## src/rtl/mem_stream_reader_pkg.sv

```systemverilog
// Shared types and sizing for the memory stream reader.
package mem_stream_reader_pkg;

    typedef enum logic {
        IDLE = 1'b0,
        READ = 1'b1
    } state_t;

    // Entries in the latency-absorbing output buffer
    localparam int unsigned BUF_DEPTH = 2;

endpackage

```

## src/rtl/mem_stream_reader_skid.sv

```systemverilog
// Two-entry register buffer that holds words returned by memory until the stream accepts them.
module stream_skid_buffer #(
    parameter int unsigned WIDTH = 32
) (
    input  logic             clk,
    input  logic             rst_n,
    input  logic             push,
    input  logic [WIDTH-1:0] din,
    input  logic             pop,
    output logic [WIDTH-1:0] qout,
    output logic             valid,
    output logic [1:0]       count
);

    logic [WIDTH-1:0] head_r;
    logic [WIDTH-1:0] tail_r;
    logic [1:0]       count_r;

    // Head always holds the oldest word; a pop shifts the tail forward.
    always_ff @(posedge clk or negedge rst_n) begin
        if (!rst_n) begin
            head_r  <= '0;
            tail_r  <= '0;
            count_r <= 2'd0;
        end else begin
            case ({push, pop})
                2'b10: begin
                    if (count_r == 2'd0) begin
                        head_r <= din;
                    end else begin
                        tail_r <= din;
                    end
                    count_r <= count_r + 2'd1;
                end
                2'b01: begin
                    head_r  <= tail_r;
                    count_r <= count_r - 2'd1;
                end
                2'b11: begin
                    // Pop implies at least one entry, so only occupancy 1 or 2 can reach here
                    if (count_r == 2'd1) begin
                        head_r <= din;
                    end else begin
                        head_r <= tail_r;
                        tail_r <= din;
                    end
                end
                default: begin
                end
            endcase
        end
    end

    assign qout  = head_r;
    assign valid = (count_r != 2'd0);
    assign count = count_r;

endmodule

```

## src/rtl/mem_stream_reader.sv

```systemverilog
// Read-side DMA engine: sequential memory reads streamed out on a valid/ready interface.
module mem_stream_reader
    import mem_stream_reader_pkg::*;
#(
    parameter int unsigned WIDTH         = 32,
    parameter int unsigned LOG2_OF_DEPTH = 4
) (
    input  logic                     clk,
    input  logic                     arst_n_in,
    input  logic [LOG2_OF_DEPTH-1:0] cmd_addr,
    input  logic [LOG2_OF_DEPTH:0]   cmd_len,
    input  logic                     cmd_valid,
    output logic                     cmd_ready,
    output logic [LOG2_OF_DEPTH-1:0] mem_read_addr,
    output logic                     mem_read_en,
    input  logic [WIDTH-1:0]         mem_qout,
    output logic [WIDTH-1:0]         qout,
    output logic                     output_valid,
    input  logic                     output_ready,
    output logic                     last,
    output logic                     busy
);

    localparam int unsigned AW = LOG2_OF_DEPTH;
    localparam int unsigned LW = LOG2_OF_DEPTH + 1;

    state_t          state;
    state_t          state_nxt;
    logic [AW-1:0]   addr_r;
    logic [LW-1:0]   remaining_r;
    logic [LW-1:0]   out_left_r;
    logic            inflight_r;
    logic [1:0]      buf_count;
    logic            pop_c;
    logic            issue_c;
    logic [2:0]      occ_c;

    assign pop_c = output_valid && output_ready;
    assign last  = output_valid && (out_left_r == LW'(1));
    // Buffer slots already claimed once this cycle's pop is accounted for
    assign occ_c = 3'(buf_count) + 3'(inflight_r) - 3'(pop_c);

    // State register
    always_ff @(posedge clk or negedge arst_n_in) begin
        if (!arst_n_in) begin
            state <= IDLE;
        end else begin
            state <= state_nxt;
        end
    end

    // Next-state logic; zero-length commands are consumed without leaving IDLE
    always_comb begin
        state_nxt = state;
        case (state)
            IDLE: begin
                if (cmd_valid && (cmd_len != LW'(0))) begin
                    state_nxt = READ;
                end
            end
            READ: begin
                if (pop_c && last) begin
                    state_nxt = IDLE;
                end
            end
            default: state_nxt = IDLE;
        endcase
    end

    // Output decode; a read is only issued when its word is guaranteed a buffer slot
    always_comb begin
        cmd_ready     = 1'b0;
        busy          = 1'b0;
        issue_c       = 1'b0;
        mem_read_en   = 1'b0;
        mem_read_addr = addr_r;
        case (state)
            IDLE: begin
                cmd_ready = 1'b1;
            end
            READ: begin
                busy        = 1'b1;
                issue_c     = (remaining_r != LW'(0)) && (occ_c < 3'(BUF_DEPTH));
                mem_read_en = issue_c;
            end
            default: begin
            end
        endcase
    end

    // Command registers, issue/output counters and the read-in-flight flag
    always_ff @(posedge clk or negedge arst_n_in) begin
        if (!arst_n_in) begin
            addr_r      <= '0;
            remaining_r <= '0;
            out_left_r  <= '0;
            inflight_r  <= 1'b0;
        end else begin
            inflight_r <= issue_c;
            if (cmd_valid && cmd_ready) begin
                addr_r      <= cmd_addr;
                remaining_r <= cmd_len;
                out_left_r  <= cmd_len;
            end else begin
                if (issue_c) begin
                    addr_r      <= addr_r + AW'(1);
                    remaining_r <= remaining_r - LW'(1);
                end
                if (pop_c) begin
                    out_left_r <= out_left_r - LW'(1);
                end
            end
        end
    end

    // Memory data lands one cycle after the read strobe and is captured unconditionally
    stream_skid_buffer #(
        .WIDTH (WIDTH)
    ) u_buf (
        .clk   (clk),
        .rst_n (arst_n_in),
        .push  (inflight_r),
        .din   (mem_qout),
        .pop   (pop_c),
        .qout  (qout),
        .valid (output_valid),
        .count (buf_count)
    );

endmodule

```

## config.mk

```make
export PLATFORM = sky130hd
export DESIGN_NAME = mem_stream_reader
export DESIGN_NICKNAME = d
export VERILOG_FILES = /design/src/rtl/mem_stream_reader_pkg.sv /design/src/rtl/mem_stream_reader_skid.sv /design/src/rtl/mem_stream_reader.sv
export SDC_FILE = /design/constraint.sdc
export NUM_CORES = 1
export LEC_CHECK = 0
export ABC_CLOCK_PERIOD_IN_PS = 2620
export BUFFER_PORTS_ARGS = -buffer_cell sky130_fd_sc_hd__buf_2
export CORE_MARGIN = 4
export CORE_UTILIZATION = 30
export DETAILED_ROUTE_END_ITERATION = 10
export HOLD_SLACK_MARGIN = 0.15
export SETUP_SLACK_MARGIN = 0.5
export SYNTH_ARGS = -nofsm -noshare
export SYNTH_HDL_FRONTEND = slang
export SYNTH_SLANG_ARGS = --single-unit
```

## constraint.sdc

```tcl
create_clock -name clk -period 2.62 [get_ports clk]
set_input_delay 0.131 -clock clk [delete_from_list [all_inputs] [get_ports clk]]
set_output_delay 0.131 -clock clk [all_outputs]
set_load 0.01 [all_outputs]
```

## Yosys cells after proc, flatten, opt, wreduce, memory -nomap -nowiden

Cells that the tools add are included.

| operators by class | value |
|---|---|
| multiplexer cells | 19 |
| bitwise gates (word level) | 1 |
| order comparisons | 1 |
| equal/unequal tests | 8 |
| reduce and logical (&&, ||, !) cells | 17 |
| add/subtract/negate cells | 7 |

Operators with widths:

| kind | count |
|---|---|
| $mux W32 | 4 |
| $pmux W32 S3 | 1 |
| $pmux W32 S2 | 1 |
| $mux W5 | 4 |
| $reduce_bool A2 Y1 | 5 |
| $reduce_bool A5 Y1 | 2 |
| $sub A5 B1 Y5 const B | 2 |
| $mux W4 | 2 |
| $logic_and A1 B1 Y1 | 6 |
| $eq A5 B1 Y1 const B | 1 |
| $mux W1 | 5 |
| $add A4 B1 Y4 const B | 1 |
| $eq A2 B1 Y1 const B | 2 |
| $eq A2 B2 Y1 const B | 2 |
| $ne A2 B2 Y1 const B | 2 |
| $pmux W2 S2 | 1 |
| $add A2 B1 Y3 | 1 |
| $lt A3 B2 Y1 const B | 1 |
| $reduce_and A3 Y1 | 1 |
| $reduce_bool A3 Y1 | 1 |
| $sub A3 B1 Y3 | 1 |
| $add A2 B1 Y2 const B | 1 |
| $logic_not A2 Y1 | 1 |
| $ne A2 B1 Y1 const B | 1 |
| other kinds (4) | 4 |

| word-level totals | value |
|---|---|
| flip-flop bits (word level) | 82 |
| input port bits | 45 |
| output and inout port bits | 41 |
| word-level logic and storage cells | 61 |

## Depth between registers and ports, before layout

Gate-level depths: netlist of run 1.

| logic depth | value |
|---|---|
| depth in word-level cells | 8 |
| depth in mapped cells | 13 |
| gate-level depth less buffers | 12 |

## By module

A second synthesis of run 1 with hierarchy kept.

| second synthesis, totals | value |
|---|---|
| cell total of the unflattened synthesis | 369 |
| area total of the unflattened synthesis | 4,056.4 um2 |

By module, submodules not included:

| module | cells an instance | area an instance (um2) | times used |
|---|---|---|---|
| stream_skid_buffer | 273 | 3,148.0 | 1 |
| mem_stream_reader | 96 | 908.4 | 1 |

## Least setup slack after synthesis of run 1

Ideal clock, no wire load.

| timing path | value |
|---|---|
| path type | flip-flop to flip-flop |
| from | register u_buf.count_r[1] (netlist: u_buf.count[1]) |
| to | register addr_r[3] (netlist: mem_read_addr[3]) |
| path slack | -0.153 ns |
| arrival | 2.691 ns |
| required time | 2.538 ns |
| period minus slack after synthesis | 2.773 ns |
| library setup time | 0.082 ns |
| stages on the path, launching flop included | 13 |
| cells stage by stage | dfrtp_1 inv_1 ha_1 nor2b_1 buf_2 inv_1 nor2_1 o21ai_0 fa_1 xnor2_1 nand4_2 or3_2 a31oi_1 |

| between the ends | value |
|---|---|
| word-level cells in the longest chain between the ends | 7 |
| elaborated cells on any way between the ends | 8 |

Ends and longest elaborated chain:

| what | RTL line | source |
|---|---|---|
| start, declared | mem_stream_reader_skid.sv:17 | `logic [1:0] count_r;` |
| start signal, assigned | mem_stream_reader_skid.sv:33 | `count_r <= count_r + 2'd1;` |
| start signal, assigned | mem_stream_reader_skid.sv:37 | `count_r <= count_r - 2'd1;` |
| parallel branches: the longest is 2 deep, another holds $add A2 B1 Y3 | - |  |
| $sub A3 B1 Y3 * | mem_stream_reader.sv:41 | `assign occ_c = 3'(buf_count) + 3'(inflight_r) - 3'(pop_c);` |
| $lt A3 B2 Y1 * | mem_stream_reader.sv:83 | `issue_c = (remaining_r != LW'(0)) && (occ_c < 3'(BUF_DEPTH));` |
| $logic_and A1 B1 Y1 * | mem_stream_reader.sv:83 |  |
| $mux W1 * | mem_stream_reader.sv:77 | `case (state)` |
| $reduce_bool A2 Y1 (no line) * | - |  |
| end signal, assigned | mem_stream_reader.sv:101 | `addr_r <= cmd_addr;` |
| end signal, assigned | mem_stream_reader.sv:106 | `addr_r <= addr_r + AW'(1);` |
| end, declared | mem_stream_reader.sv:29 | `logic [AW-1:0] addr_r;` |

Every way passes the cells marked *.
A chain may end at the register's enable or synchronous reset.

## Worst setup path after layout of run 1

| timing path | value |
|---|---|
| from | register u_buf.count_r[0] (netlist: u_buf.count[0]) |
| to | register addr_r[3] (netlist: mem_read_addr[3]) |

The elaborated chain is that of the path after synthesis.

==> impl_metrics.json, run 1 <==
{
  "syn_area_per_cell_sq_um": 11.1,
  "clock_tree_from_tritoncts": "yes",
  "synth_ff_type": "sky130_fd_sc_hd__dfrtp_1",
  "max-vdd-ir-drop_mv": 0.434,
  "grt_antenna_before_repair": 0,
  "die_area_sq_mm": 0.0141,
  "detail_route.drc_violations": 0,
  "postSynthCellCount": 331,
  "yosysWarningCount": 0,
  "synth.top_cells.by_area": "sky130_fd_sc_hd__dfrtp_1, sky130_fd_sc_hd__mux2_2, sky130_fd_sc_hd__a22oi_1",
  "tns_ns": 0,
  "status": "finished clean",
  "cp_slowest_cell": "sky130_fd_sc_hd__dfrtp_1",
  "cp.arrival_ns": 2.62,
  "grt_setup_unrepaired": "yes",
  "wl_per_cell_microns": 14.9,
  "hold_viol": 0,
  "layoutNonFillerInstCount": 631,
  "synthArstFlopShare_pct": 100,
  "critPathCaptureType": "register",
  "std_cell_rows": 40,
  "dr.first_iter.drc_count": 100,
  "gr-usage-all-layers_pct": 14.2,
  "nNetsFinal": 537,
  "layout-drive-gt1-share_pct": 37.6,
  "maximum_number_of_pins_on_one_net_before_global_route_repair": 45,
  "clkTransAtPathRegs_ns": 0.06,
  "power_leakage_nw": 2.42,
  "avgViaCountPerCell": 4.77,
  "synth_compound_area_share_pct": 15.3,
  "multi_input_comb_area_sq_mm": 0.00164,
  "synth_fa_ha_area_share_pct": 3.95,
  "port-buffer-count": 85,
  "design.portCount": 86,
  "p_per_area_mw_per_mm2": 1280,
  "post_route_cell_area_sq_mm": 0.00530,
  "cts-buffers-inserted": 9,
  "cp_max_fo": 4,
  "postRouteAntennaNets": 0,
  "die_height_microns": 119,
  "routed_wirelength_microns": 9430,
  "worst-endpoint-required_ns": 2.88,
  "synth_simple_gate_area_share_pct": 10.0,
  "crit_path_start_kind": "register",
  "synth_seq_cells": 82,
  "clock_latency_reported_for_the_late_side_of_the_worst_skew_pair_ns": 0.34,
  "synth.top_cell.area_share_pct": 55.8,
  "timing.max_slew.rel_slack_pct": 61.3,
  "timing.max_cap.violations": 0,
  "syn_to_final_growth_pct": 44.3,
  "syn_area_sq_mm": 0.00367,
  "core_area_sq_mm": 0.0120,
  "final_max_slew_viol_count": 0,
  "synth.most_common_cell": "sky130_fd_sc_hd__dfrtp_1",
  "dominant_combinational_cell_family_by_area_after_synthesis": "compound AO/OA/AOI/OAI gates",
  "initial_utilization_pct": 30.6,
  "max-clock-path-buffers": 2,
  "timing.setup.critical_path_class": "register to register",
  "maxClockFrequency_mhz": 424,
  "diodes": 0,
  "overflow": 0,
  "placed_cells": 559,
  "h-tree-depth": 3,
  "synth_edf_count": 0,
  "synth_nets": 387,
  "dieWidth_microns": 119,
  "nFillCells": 1151,
  "drt_pass1_iterations": 4,
  "gpl.final_weighted_congestion": 0.759,
  "final_min_period_over_clock_period_pct": 90.0,
  "grt_pass1_vias": 3159,
  "cts_root_buf": "sky130_fd_sc_hd__clkbuf_16",
  "synth_largest_area_cell": "sky130_fd_sc_hd__dfrtp_1",
  "dp_hpwl_microns": 6060,
  "wire_length_of_the_first_global_routing_pass_microns": 15700,
  "xor_xnor_share_of_the_synthesized_area_pct": 1.67,
  "finish.utilization_pct": 44.1,
  "worst_clock_skew_ns": 0.00458,
  "design_power_total_mw": 6.76,
  "crit_chain": "inv_2 -> ha_4 -> nor2b_4 -> inv_4 -> nor2_4 -> o21ai_2 -> fa_2 -> xnor2_2 -> nand4_4 -> buf_6 -> or3_4 -> a31oi_1",
  "post-route-min-period_ns": 2.36,
  "hold_class": "input pin to asynchronous set/reset pin",
  "muxShareOfSynthArea_pct": 9.81,
  "report.final.setup_viol": 0,
  "routed-via-count": 3011,
  "worst-slew-pin-transition_ns": 0.581,
  "synthDistinctLibCells": 35,
  "clock_sinks": 82,
  "worst_path_largest_cell_delay_ns": 0.36,
  "final-seq-area_sq_mm": 0.00205,
  "dpl_cell_area_sq_mm": 0.00441,
  "post_synth_most_frequent_cells": "sky130_fd_sc_hd__dfrtp_1, sky130_fd_sc_hd__nand2_1, sky130_fd_sc_hd__o21ai_0",
  "synth_sequential_area_ratio_pct": 55.8
}
repair_timing:
| action | CTS | global route |
|---|---|---|
| setup buffers | 10 | 3 |
| hold buffers | 44 | 0 |
| pin swaps | 7 | 8 |
| cloned | 1 | 0 |
| gates resized for setup | 14 | 6 |
| setup endpoints to repair | 75 | 74 |
| endpoints found under the hold margin | 119 | 0 |
worst max-delay path, delay by kind of cell (launching register included):
family          cells  cell delay, ns
compound gates      2            0.22
xor+xnor            1            0.20
fa+ha+maj           2            0.52
buf+inv             3            0.26
flops               1            0.36
simple gates        4            0.69
state kept, by name (all words and copies together), names as in the netlist:
name / flops
inflight_r: 1
mem_read_addr: 4
out_left_r: 5
remaining_r: 5
state: 1
u_buf.count: 2
u_buf.qout: 32
u_buf.tail_r: 32
where the power goes:
part	internal [mW]	leakage [nW]	switching (mW)	total, mW
logic	1.68	1.31	1.66	3.33
clock network	0.658	0.123	0.459	1.12
registers	1.92	0.987	0.399	2.31
logic make-up after synthesis:
group           after synthesis
fa+ha+maj                    11
mux                          32
flops                        82
compound gates               89
simple gates                 80
xor+xnor                      7
buf+inv                      30
path summary, 6_finish.rpt:
path                                start                to  slack, ns  cells past startpoint
min                             arst_n_in    u_buf.qout[27]       0.34                      2
max in group asynchronous       arst_n_in    u_buf.count[1]       1.67                      3
min in group clk                cmd_valid     out_left_r[3]       0.41                      3
min reg2reg                u_buf.qout[18]    u_buf.qout[18]       0.47                      2
max                        u_buf.count[0]  mem_read_addr[3]       0.26                     12
max reg2reg                u_buf.count[0]  mem_read_addr[3]       0.26                     12
through the flow:
step                      worst slack, ns  hold slack [ns]
final                               0.263            0.337
after global placement              0.191            0.167
after floorplan                     0.225           -0.165
after CTS                           0.176            0.357
after global routing                0.150            0.378
after detailed placement           0.0775            0.176
layout make-up:
cell class,count,area share [%]
clock buffer,14,4.79
inverter,12,0.944
multi-input combinational,220,31.0
sequential,82,38.7
tap,147,3.47
timing repair buffer,156,21.1
routing by layer:
| layer | GRT usage [%] | wire, microns |
|---|---|---|
| met5 | 0 | 0 |
| met1 | 16.9 | 4090 |
| met3 | 4.64 | 466 |
| met4 | 4.92 | 123 |
| met2 | 24.0 | 4750 |
cell usage in the layout, fill, tap and decap left out, drive strengths merged, types with 3 or more instances in the layout:
cell         count
nand2           46
dfrtp           82
mux2            32
nor2            10
inv             12
buf            112
xnor2            5
o21ai           41
clkbuf          14
a21oi            6
nand3            6
nor3             6
o211ai           3
ha              10
a22oi           32
dlygate4sd3     44
(Power assumes the default switching activity.)
==> run 2: changes to the inputs <==
Settings changed: CELL_PAD_IN_SITES_DETAIL_PLACEMENT from default to 0, CELL_PAD_IN_SITES_GLOBAL_PLACEMENT from default to 1, PLACE_DENSITY_LB_ADDON from default to 0.1.
==> run 2 against run 1 <==
Hold slack improved by 0.031 ns. Sequential share of layout area grew 0.62 points. Non-clock buffer count decreased by 5. Wire length decreased by 1.3%. Cell count shrank 0.63%. Via count down 2.0%. Die area unchanged. Cell area decreased by 1.6%. Register-to-register slack gained 0.11 ns. Combinational power decreased by 6.3%. Global-route usage hardly changed. Critical endpoint is now mem_read_en. Largest cell class unchanged.
==> impl_metrics.json, run 2 (synthesized netlist as in run 1, its figures left out) <==
{
  "status": "finished clean",
  "final_min_period_over_clock_period_pct": 88.0,
  "grt_antenna_before_repair": 0,
  "maximum_number_of_pins_on_one_net_before_global_route_repair": 65,
  "report.final.setup_viol": 0,
  "syn_to_final_growth_pct": 42.0,
  "post-route-min-period_ns": 2.31,
  "post-route-worst-setup-slack_ns": 0.314,
  "cp.arrival_ns": 2.17,
  "wl_per_cell_microns": 14.8,
  "std_cell_rows": 40,
  "dp_hpwl_microns": 6110,
  "cts_root_buf": "sky130_fd_sc_hd__clkbuf_16",
  "placed_cells": 559,
  "design_power_total_mw": 6.55,
  "routed-via-count": 2952,
  "nNetsFinal": 531,
  "cts-buffers-inserted": 9,
  "timing.critical_path.mode_cell": "sky130_fd_sc_hd__inv_4",
  "clkTransAtPathRegs_ns": 0.06,
  "crit_chain": "inv_2 -> ha_4 -> nor2b_4 -> inv_4 -> nor2_4 -> o21ai_2 -> fa_2 -> nand4_4 -> inv_4 -> buf_6",
  "timing.setup.critical_path_class": "register to output pin",
  "grt_pass1_vias": 3046,
  "max-vdd-ir-drop_mv": 0.500,
  "diodes": 0,
  "critPathCaptureType": "output pin",
  "initial_utilization_pct": 30.6,
  "rrSetupSlack_ns": 0.37,
  "worst_clock_skew_ns": 0.00623,
  "max-clock-path-buffers": 2,
  "drt_pass1_iterations": 4,
  "port-buffer-count": 85,
  "layoutNonFillerInstCount": 627,
  "gr-usage-all-layers_pct": 14.2,
  "hold_viol": 0,
  "final_max_slew_viol_count": 0,
  "p_per_area_mw_per_mm2": 1250,
  "cp_slowest_cell": "sky130_fd_sc_hd__fa_2",
  "crit_path_start_kind": "register",
  "path_buf_inv": 4,
  "timing.max_slew.rel_slack_pct": 55.0,
  "timing.max_cap.violations": 0,
  "gpl.final_weighted_congestion": 0.736,
  "detail_route.drc_violations": 0,
  "cp_top_family": "adder cells",
  "clock_sinks": 82,
  "hold_slack_ns": 0.368,
  "layout-drive-gt1-share_pct": 36.3,
  "die_height_microns": 119,
  "overflow": 0,
  "wire_length_of_the_first_global_routing_pass_microns": 15800,
  "cp_max_fo": 4,
  "core_area_sq_mm": 0.0120,
  "most_common_library_cell_in_the_layout_ignoring_fill_and_taps": "sky130_fd_sc_hd__buf_2",
  "finish.utilization_pct": 43.4,
  "worst-slew-pin-transition_ns": 0.674,
  "post_route_cell_area_sq_mm": 0.00522,
  "h-tree-depth": 3,
  "dr.first_iter.drc_count": 143,
  "hold_class": "input pin to asynchronous set/reset pin",
  "design.portCount": 86,
  "power_leakage_nw": 2.38,
  "clock_tree_from_tritoncts": "yes",
  "commonest_non_fill_non_tap_cells_in_the_layout": "sky130_fd_sc_hd__buf_2, sky130_fd_sc_hd__dfrtp_1, sky130_fd_sc_hd__nand2_1",
  "post-place-ws_ns": 0.111,
  "worst-endpoint-required_ns": 2.49,
  "maxClockFrequency_mhz": 434,
  "grt_setup_unrepaired": "yes",
  "die_area_sq_mm": 0.0141,
  "dpl_cell_area_sq_mm": 0.00443,
  "worst_path_largest_cell_delay_ns": 0.57,
  "avgViaCountPerCell": 4.71,
  "routed_wirelength_microns": 9310,
  "postRouteAntennaNets": 0,
  "tns_ns": 0,
  "dieWidth_microns": 119,
  "clock_latency_reported_for_the_late_side_of_the_worst_skew_pair_ns": 0.34
}
-- run 2: cell types whose count changed in the layout (fill, tap and decap cells not counted), sizes merged --
cell,change
o21ai,-1
clkinvlp,+2
clkbuf,-4
clkinv,+4
buf,-5
-- run 2: layout make-up --
class / count / area (sq um)
flip-flops and latches: 82 / 2050
repair buffers: 151 / 1080
multi-input cells: 219 / 1590
clock inverters: 6 / 35.0
inverters: 12 / 50.0
clock buffers: 10 / 229
well taps: 147 / 184
fillers: 1177 / 6790
-- run 2: path summary, 6_finish.rpt --
| kind | startpoint | endpoint | cells after the start |
|---|---|---|---|
| hold / removal | arst_n_in | u_buf.qout[28] | 2 |
| setup reg to reg | u_buf.count[1] | mem_read_addr[2] | 12 |
| setup / recovery | u_buf.count[1] | mem_read_en | 10 |
| hold reg to reg | u_buf.qout[30] | u_buf.qout[30] | 2 |
| min in group clk | cmd_valid | out_left_r[0] | 4 |
| max in group asynchronous | arst_n_in | u_buf.tail_r[17] | 3 |
-- run 2: per-layer routing --
layer	part of all wire, %	track usage [%]	vias up
li1	-	-	1470
met4	1.1	3.48	0
met3	5.6	5.31	5
met5	0	0	-
met2	47	22.2	67
met1	47	18.5	1410
-- run 2: what timing repair did --
item | CTS | global route
setup buffers | 6 | 2
endpoints found under the setup margin | 75 | 74
pin swaps | 5 | 3
resized for setup | 6 | 0
hold buffers | 44 | 0
hold endpoints to repair | 127 | 0
-- run 2: where the power goes --
part / switching (mW) / internal, mW
Clock: 0.501 / 0.635
Combinational: 1.57 / 1.55
Sequential: 0.378 / 1.91
